<file path="src/rtl/triangle_setup.sv">
// Triangle setup: collects three vertices from a non-FWFT FIFO, forms edge
// differences, doubled area and a clamped bbox, culls, and hands CCW triangles
// to the rasterizer. Macro CULL_BACKFACE_EN culls clockwise triangles instead
// of reordering them.
module triangle_setup #(
  parameter int SCREEN_W = 320,
  parameter int SCREEN_H = 240,
  parameter int COORD_W  = 12
) (
  input  logic                   i_clk,
  input  logic                   i_rst,
  input  logic                   i_fifo_empty,
  output logic                   o_fifo_rd_en,
  input  logic [31:0]            i_vtx_x,
  input  logic [31:0]            i_vtx_y,
  input  logic [7:0]             i_vtx_z,
  input  logic [31:0]            i_vtx_u,
  input  logic [31:0]            i_vtx_v,
  input  logic                   i_flush,
  output logic                   o_tri_valid,
  input  logic                   i_tri_ready,
  output logic [3*COORD_W-1:0]   o_tri_x,
  output logic [3*COORD_W-1:0]   o_tri_y,
  output logic [23:0]            o_tri_z,
  output logic [95:0]            o_tri_u,
  output logic [95:0]            o_tri_v,
  output logic [2*COORD_W+2:0]   o_tri_area,
  output logic [COORD_W-1:0]     o_bbox_xmin,
  output logic [COORD_W-1:0]     o_bbox_xmax,
  output logic [COORD_W-1:0]     o_bbox_ymin,
  output logic [COORD_W-1:0]     o_bbox_ymax,
  output logic [15:0]            o_culled_count,
  output logic [2:0]             o_dbg_state
);

  localparam int DW = COORD_W + 1;
  localparam int AW = 2 * COORD_W + 3;
  localparam logic signed [COORD_W-1:0] X_LIM = COORD_W'(SCREEN_W - 1);
  localparam logic signed [COORD_W-1:0] Y_LIM = COORD_W'(SCREEN_H - 1);

  typedef enum logic [2:0] {
    S_FETCH  = 3'd0,
    S_DIFF   = 3'd1,
    S_AREA   = 3'd2,
    S_DECIDE = 3'd3,
    S_OUT    = 3'd4
  } state_t;

  state_t state;
  logic [1:0] iss_cnt;
  logic [1:0] cap_cnt;
  logic       rd_pend;

  logic signed [COORD_W-1:0] sx [3];
  logic signed [COORD_W-1:0] sy [3];
  logic [7:0]                sz [3];
  logic [31:0]               su [3];
  logic [31:0]               sv [3];

  logic signed [DW-1:0]      dx1, dy1, dx2, dy2;
  logic signed [AW-1:0]      area_r;
  logic signed [COORD_W-1:0] xmin_r, xmax_r, ymin_r, ymax_r;
  logic signed [COORD_W-1:0] xmin_c, xmax_c, ymin_c, ymax_c;
  logic                      off_screen, cull, swap;
  logic [COORD_W-1:0]        cap_x, cap_y;
  logic                      unused_vtx_bits;

  function automatic logic signed [DW-1:0] ext_d(input logic signed [COORD_W-1:0] a);
    return {a[COORD_W-1], a};
  endfunction

  function automatic logic signed [AW-1:0] ext_a(input logic signed [DW-1:0] a);
    return {{(AW-DW){a[DW-1]}}, a};
  endfunction

  function automatic logic signed [COORD_W-1:0] min3(input logic signed [COORD_W-1:0] a,
                                                     input logic signed [COORD_W-1:0] b,
                                                     input logic signed [COORD_W-1:0] c);
    logic signed [COORD_W-1:0] m;
    m = (a < b) ? a : b;
    return (m < c) ? m : c;
  endfunction

  function automatic logic signed [COORD_W-1:0] max3(input logic signed [COORD_W-1:0] a,
                                                     input logic signed [COORD_W-1:0] b,
                                                     input logic signed [COORD_W-1:0] c);
    logic signed [COORD_W-1:0] m;
    m = (a > b) ? a : b;
    return (m > c) ? m : c;
  endfunction

  // Taking the integer field of Q16.16 directly is a floor, also for negatives.
  assign cap_x = i_vtx_x[16 +: COORD_W];
  assign cap_y = i_vtx_y[16 +: COORD_W];
  assign unused_vtx_bits = ^{i_vtx_x[31:16+COORD_W], i_vtx_x[15:0],
                             i_vtx_y[31:16+COORD_W], i_vtx_y[15:0]};

  // Non-FWFT FIFO: data arrives the cycle after the strobe; at most three reads per triangle.
  assign o_fifo_rd_en = (state == S_FETCH) && !i_fifo_empty && (iss_cnt != 2'd3) &&
                        !i_flush && !i_rst;
  assign o_dbg_state  = state;

  always_comb begin
    off_screen = xmax_r[COORD_W-1] || (xmin_r > X_LIM) ||
                 ymax_r[COORD_W-1] || (ymin_r > Y_LIM);
`ifdef CULL_BACKFACE_EN
    cull = (area_r == '0) || off_screen || area_r[AW-1];
    swap = 1'b0;
`else
    cull = (area_r == '0) || off_screen;
    swap = area_r[AW-1];
`endif
    xmin_c = xmin_r[COORD_W-1] ? '0 : xmin_r;
    ymin_c = ymin_r[COORD_W-1] ? '0 : ymin_r;
    xmax_c = (xmax_r > X_LIM) ? X_LIM : xmax_r;
    ymax_c = (ymax_r > Y_LIM) ? Y_LIM : ymax_r;
  end

  // Output handshake: a triangle is presented with o_tri_valid=1 and every o_tri_*/o_bbox_*
  // held constant until the cycle where o_tri_valid && i_tri_ready, which is the transfer.
  always_ff @(posedge i_clk or posedge i_rst) begin
    if (i_rst) begin
      state          <= S_FETCH;
      iss_cnt        <= '0;
      cap_cnt        <= '0;
      rd_pend        <= 1'b0;
      for (int i = 0; i < 3; i++) begin
        sx[i] <= '0;
        sy[i] <= '0;
        sz[i] <= '0;
        su[i] <= '0;
        sv[i] <= '0;
      end
      dx1            <= '0;
      dy1            <= '0;
      dx2            <= '0;
      dy2            <= '0;
      area_r         <= '0;
      xmin_r         <= '0;
      xmax_r         <= '0;
      ymin_r         <= '0;
      ymax_r         <= '0;
      o_tri_valid    <= 1'b0;
      o_tri_x        <= '0;
      o_tri_y        <= '0;
      o_tri_z        <= '0;
      o_tri_u        <= '0;
      o_tri_v        <= '0;
      o_tri_area     <= '0;
      o_bbox_xmin    <= '0;
      o_bbox_xmax    <= '0;
      o_bbox_ymin    <= '0;
      o_bbox_ymax    <= '0;
      o_culled_count <= '0;
    end else begin
      rd_pend <= o_fifo_rd_en;
      case (state)
        S_FETCH: begin
          if (i_flush) begin
            iss_cnt <= '0;
            cap_cnt <= '0;
          end else begin
            if (o_fifo_rd_en) iss_cnt <= iss_cnt + 2'd1;
            if (rd_pend) begin
              for (int i = 0; i < 3; i++) begin
                if (cap_cnt == 2'(i)) begin
                  sx[i] <= cap_x;
                  sy[i] <= cap_y;
                  sz[i] <= i_vtx_z;
                  su[i] <= i_vtx_u;
                  sv[i] <= i_vtx_v;
                end
              end
              if (cap_cnt == 2'd2) begin
                cap_cnt <= '0;
                iss_cnt <= '0;
                state   <= S_DIFF;
              end else begin
                cap_cnt <= cap_cnt + 2'd1;
              end
            end
          end
        end
        S_DIFF: begin
          dx1   <= ext_d(sx[1]) - ext_d(sx[0]);
          dy1   <= ext_d(sy[1]) - ext_d(sy[0]);
          dx2   <= ext_d(sx[2]) - ext_d(sx[0]);
          dy2   <= ext_d(sy[2]) - ext_d(sy[0]);
          state <= S_AREA;
        end
        S_AREA: begin
          area_r <= ext_a(dx1) * ext_a(dy2) - ext_a(dx2) * ext_a(dy1);
          xmin_r <= min3(sx[0], sx[1], sx[2]);
          xmax_r <= max3(sx[0], sx[1], sx[2]);
          ymin_r <= min3(sy[0], sy[1], sy[2]);
          ymax_r <= max3(sy[0], sy[1], sy[2]);
          state  <= S_DECIDE;
        end
        S_DECIDE: begin
          if (cull) begin
            if (o_culled_count != 16'hFFFF) o_culled_count <= o_culled_count + 16'd1;
            state <= S_FETCH;
          end else begin
            // Swapping slots 1 and 2 flips the winding, so the area changes sign with it.
            o_tri_x     <= swap ? {sx[1], sx[2], sx[0]} : {sx[2], sx[1], sx[0]};
            o_tri_y     <= swap ? {sy[1], sy[2], sy[0]} : {sy[2], sy[1], sy[0]};
            o_tri_z     <= swap ? {sz[1], sz[2], sz[0]} : {sz[2], sz[1], sz[0]};
            o_tri_u     <= swap ? {su[1], su[2], su[0]} : {su[2], su[1], su[0]};
            o_tri_v     <= swap ? {sv[1], sv[2], sv[0]} : {sv[2], sv[1], sv[0]};
            o_tri_area  <= swap ? -area_r : area_r;
            o_bbox_xmin <= xmin_c;
            o_bbox_xmax <= xmax_c;
            o_bbox_ymin <= ymin_c;
            o_bbox_ymax <= ymax_c;
            o_tri_valid <= 1'b1;
            state       <= S_OUT;
          end
        end
        S_OUT: begin
          if (i_tri_ready) begin
            o_tri_valid <= 1'b0;
            state       <= S_FETCH;
          end
        end
        default: state <= S_FETCH;
      endcase
    end
  end

endmodule

</file>
<file path="config.mk">
export PLATFORM = sky130hd
export DESIGN_NAME = triangle_setup
export DESIGN_NICKNAME = d
export VERILOG_FILES = /design/src/rtl/triangle_setup.sv
export SDC_FILE = /design/constraint.sdc
export NUM_CORES = 2
export LEC_CHECK = 0
export CAP_MARGIN = 25
export CORE_ASPECT_RATIO = 0.5
export CORE_MARGIN = 2
export CORE_UTILIZATION = 55
export DETAILED_ROUTE_END_ITERATION = 16
export PLACE_DENSITY = 0.78
export SKIP_LAST_GASP = 1
export SYNTH_ARGS = -nofsm -noshare
export SYNTH_HDL_FRONTEND = slang
export SYNTH_SLANG_ARGS = --single-unit
</file>
<file path="constraint.sdc">
create_clock -name i_clk -period 65.1 [get_ports i_clk]
set_input_delay 9.765 -clock i_clk [delete_from_list [all_inputs] [get_ports i_clk]]
set_output_delay 9.765 -clock i_clk [all_outputs]
set_load 0.01 [all_outputs]
</file>
==> Yosys cells after proc, flatten, opt, wreduce, memory -nomap -nowiden <==
Cells that the tools add are included.
W data, S select, Z words.
{ "classes": {"muxes": 34, "shift": 0, "bitwise": 2, "n_reduce_logical": 24, "order_cmp": 12, "add_sub_neg": 9, "eq_ne": 13, "div_mod_pow": 0, "mul": 2} }
{ "op_table": {"columns": ["cell", "n"], "rows": [
  ["$mux W96", 2],
  ["$mux W12", 10],
  ["$mux W36", 2],
  ["$mul A13 B13 Y26", 2],
  ["$sub A12 B12 Y13", 4],
  ["$gt A12 B12 Y1", 4],
  ["$lt A12 B12 Y1", 4],
  ["$logic_not A27 Y1", 1],
  ["$mux W27", 1],
  ["$neg A27 Y27", 1],
  ["$sub A26 B26 Y27", 1],
  ["$gt A12 B10 Y1 const B", 2],
  ["$gt A12 B9 Y1 const B", 2],
  ["$mux W24", 1],
  ["$mux W11", 2],
  ["$add A16 B1 Y16 const B", 1],
  ["$ne A16 B16 Y1 const B", 1],
  ["$reduce_and A4 Y1", 4],
  ["$mux W3", 5],
  ["$pmux W3 S5", 1],
  ["$mux W2", 7],
  ["$ne A2 B2 Y1 const B", 5],
  ["$eq A3 B2 Y1 const B", 2],
  ["$reduce_and A3 Y1", 2],
  ["other kinds (16)", 29]
]} }
{ "word_totals": {"mem_bits_rw": 0, "output_inout_bits": 384, "latchBits": 0, "memories": 0, "reg_bits": 803, "rom_bits": 0, "elab_cells": 136} }

==> Logic depth before layout (Yosys ltp) <==
{ "logic_depth": {"ltp_word": 9, "depth_mapped": 26, "depth_no_buf": 25} }

==> Worst setup path after synthesis <==
Ideal clock, no wire load.
{ "synth_timing": {"path_kind": "input -> output", "startpoint": "in i_flush", "endpoint": "out o_fifo_rd_en", "cell_stages": 3, "t_arrival_ps": 10736, "path_slack_ps": 44599, "path_buffers": 1, "cell_sequence": "clkbuf_1 or4_1 nor2_1"} }
{ "synth_between": {"elab_chain_len": 3} }
{ "synth_lines": {"columns": ["item", "line_no", "rtl"], "rows": [
  ["start, declared", "19", "input logic i_flush,"],
  ["$logic_not A1 Y1", "100", "!i_flush && !i_rst;"],
  ["$logic_and A1 B1 Y1", "99", "assign o_fifo_rd_en = (state == S_FETCH) && !i_fifo_empty && (iss_cnt != 2'd3) &&"],
  ["$logic_and A1 B1 Y1", "100", null],
  ["end, declared", "13", "output logic o_fifo_rd_en,"]
]} }
Every way passes these cells.

==> Worst setup path after layout <==
Same ends and word-level chain as after synthesis.

==> impl_metrics.py <==
metrics = {
    "yosys": {
        "synth_cells": 4620,
        "synth_edf_count": 0,
        "syn_avg_cell_area_sq_um": 10.83,
        "synth.top_cell.area_share": 0.4007,
        "ys_async_sr_fraction": 1.000,
        "synth_ff_type": "dfrtp_1",
        "yosysSeqAreaShare": 0.4007,
        "yosys.area.top_type": "dfrtp_1",
        "synth_area_leaders": "dfrtp_1, fa_1, mux2_2",
        "ys_seq_elements": 801,
        "ys_types": 70,
        "syn_area_sq_um": 50030,
        "ys_warn_count": 0,
    },
    "run_status": {
        "status": "complete, no violations",
    },
    "detailed_routing": {
        "firstDrtPassIters": 8,
        "dr_wl_met2_microns": 64550,
        "avgRoutedWirePerCell_microns": 20.72,
        "vias": 34902,
        "routed_wl_microns": 129800,
        "drc": 0,
        "via_per_inst": 5.571,
        "drtIter0Drc": 2459,
        "top_layer_used": "met5",
        "wl_met3_microns": 5935,
        "ant_nets": 0,
        "met1_length_microns": 53800,
    },
    "critical_path": {
        "required_ns": 55.33,
        "critPathMaxStageDelay_ns": 0.69,
        "cp_top_family": "buffers and inverters",
        "cp_slowest_cell": "clkdlybuf4s50_1",
        "cp_max_fo": 8,
        "crit_chain": "clkdlybuf4s50_1 -> or4_1 -> nor2_1 -> clkdlybuf4s50_1",
        "end_kind": "output pin",
        "path_buf_inv": 2,
        "start_kind": "input port",
        "crit_type": "input port to output pin",
        "arrival_ns": 11.87,
        "cpMostUsedCell": "clkdlybuf4s50_1",
    },
    "cts": {
        "cts_root_buffer": "clkbuf_16",
        "cts_hold_buffers": 0,
        "clk_pin_slew_ns": 0.06,
        "cts_sinks": 801,
        "numCtsBuffers": 76,
        "cts_buffer_depth": 3,
        "postCtsSetupBuffers": 0,
        "insertion_delay_ns": 0.66,
        "cts_resized": 0,
        "cts_tree": "yes",
        "ctsHtreeMaxLevel": 3,
    },
    "place": {
        "dpl.hpwl_microns": 97590,
        "gp_congestion": 0.9225,
        "portBuffers": 482,
    },
    "global_routing": {
        "grt_use_total": 0.2805,
        "grt_pass1_vias": 36400,
        "antenna_found_initial": 6,
        "grt_overflow": 0,
        "grt_max_degree": 149,
        "grt_pass1_wl_microns": 205200,
    },
    "timing": {
        "fmax_mhz": 46.22,
        "finalCriticalPeriod_ns": 21.64,
        "fin_tns_setup_ns": 0,
        "min_period_over_period": 0.3324,
        "max_slew_margin": 0.3189,
        "hold_viol_final": 0,
        "slew_violations": 0,
        "finalSetupViolCount": 0,
        "rsz0062_at_grt": "no",
        "tightest_slew_ns": 1.022,
        "skew_ns": 0.04279,
    },
    "finish": {
        "final_cell_mix": "dfrtp_1, nand2_1, inv_1, clkdlybuf4s50_1, fa_1",
        "area_delta_synth_final_pct": 16.86,
        "fillerInstances": 6968,
        "finalNetCount": 5748,
        "regArea_sq_um": 20050,
        "multiInputGateArea_sq_um": 27030,
        "finish.utilization": 0.6469,
        "drive_gt1_frac": 0.1128,
        "mostFrequentLayoutCell": "dfrtp_1",
    },
    "floorplan": {
        "fp.dieW_microns": 430.5,
        "dieArea_sq_um": 93540,
        "start_util": 0.5536,
        "die_y_microns": 217.3,
        "ioPinCount": 525,
        "num_rows": 78,
        "core_sq_um": 90370,
    },
    "job": {
        "cap_violations": 0,
    },
    "worst_hold_path": {
        "hold_class": "register to register",
    },
}
-- routing by layer --
layer,vias to the layer above,GRT usage
li1,15945,-
met1,17813,0.3649
met2,875,0.4793
met3,267,0.03976
met4,2,0.1088
met5,-,0
-- cells by family (layout without fill, tap and decap cells) --
| logic type | after synthesis | after routing | synth area share |
|---|---|---|---|
| xor gates and xnor gates | 91 | 91 | 0.01593 |
| buffers and inverters | 746 | 1185 | 0.05985 |
| AOI/OAI and AO/OA | 649 | 649 | 0.07435 |
| adders and majority gates | 609 | 609 | 0.2110 |
| other | 1 | 7 | 0.00007496 |
| and+or+nand+nor | 1102 | 1102 | 0.1042 |
| muxes | 621 | 621 | 0.1340 |
| DFF | 801 | 801 | 0.4007 |
-- per-stage QoR --
step / cell area (sq um) / setup slack, ns / hold slack (ns) / instances
2_1_floorplan: 50030 / 32.84 / 0.4505 / 4621
3_3_place_gp: 55650 / 43.50 / 0.4617 / 6113
3_5_place_dp: 55700 / 43.48 / 0.4691 / 6115
4_1_cts: 58310 / 43.49 / 0.4839 / 6255
5_1_grt: 58460 / 43.42 / 0.4995 / 6265
6_report: 58460 / 43.46 / 0.4764 / 6265
-- worst reg2reg max path, cell delays in order, from the launching register on --
cell and delay (ns):
dfrtp_1 0.79, nand2_1 0.35, inv_1 0.55, fa_1 0.56
fa_1 0.55, inv_1 0.05, fa_1 0.48, fa_1 0.63
fa_1 0.45, fa_1 0.50, inv_1 0.05, fa_1 0.52
inv_1 0.06, ha_1 0.35, nand2_1 0.13, nor2_1 0.22
nand2_1 0.08, a21o_1 0.20, a311oi_1 0.83, a211oi_1 0.23
mux2i_1 0.21, o311ai_0 0.14
-- registers in the layout, summed over array words and instances, names as in the netlist, 16 cells and up --
| signal | count |
|---|---|
| area_r | 27 |
| o_culled_count | 16 |
| o_tri_area | 27 |
| o_tri_u | 96 |
| o_tri_v | 96 |
| o_tri_x | 36 |
| o_tri_y | 36 |
| o_tri_z | 24 |
| su | 96 |
| sv | 96 |
| sx | 36 |
| sy | 36 |
| sz | 24 |
-- path summary, 6_finish.rpt --
path / startpoint / to / slack (ns) / cells after the start
max reg2reg: dy1[0]$_DFFE_PP0P_ / area_r[25]$_DFFE_PP0P_ / 57.03 / 21
min reg2reg: o_bbox_xmax[6]$_DFFE_PP0P_ / o_bbox_xmax[6]$_DFFE_PP0P_ / 0.48 / 2
min: o_bbox_xmax[6]$_DFFE_PP0P_ / o_bbox_xmax[6]$_DFFE_PP0P_ / 0.48 / 2
max in group asynchronous: i_rst / dx2[6]$_DFFE_PP0P_ / 53.44 / 4
max: i_flush / o_fifo_rd_en / 43.46 / 4
min in group asynchronous: i_rst / sz[15]$_DFFE_PP0P_ / 9.58 / 2
-- cell usage after synthesis (5+ instances only) --
| library cell | count |
|---|---|
| dfrtp_1 | 801 |
| nand2_1 | 579 |
| inv_1 | 519 |
| fa_1 | 391 |
| mux2_2 | 385 |
| o21ai_0 | 353 |
| mux2i_1 | 231 |
| ha_1 | 218 |
| and2_1 | 214 |
| clkbuf_1 | 167 |
| nor2_1 | 86 |
| a21oi_1 | 68 |
| o21ai_1 | 67 |
| xor2_1 | 49 |
| nand3_1 | 42 |
| xnor2_1 | 42 |
| buf_4 | 40 |
| nand2b_1 | 39 |
| nor3_1 | 33 |
| nor2b_1 | 28 |
| o31ai_1 | 24 |
| nand4_1 | 20 |
| o311ai_0 | 18 |
| o21a_1 | 16 |
| a21o_1 | 15 |
| a211oi_1 | 14 |
| or3_1 | 13 |
| a21boi_0 | 11 |
| and3_1 | 11 |
| o211ai_1 | 11 |
| buf_1 | 9 |
| a31oi_1 | 8 |
| o21bai_1 | 8 |
| o41ai_1 | 8 |
| buf_2 | 5 |
| buf_6 | 5 |
| mux2_1 | 5 |
| nor3b_1 | 5 |
| or4_1 | 5 |
-- layout make-up --
class	count	area share
Inverter	520	0.03351
Sequential cell	801	0.3429
Clock inverter	29	0.007105
Timing Repair Buffer	525	0.09066
Antenna cell	5	0.0002140
Multi-Input combinational cell	3074	0.4624
Tap cell	1200	0.02568
Clock buffer	111	0.03752
Power is not shown: default switching activity piles up to over one toggle a cycle in this logic, so the estimate is an artifact.
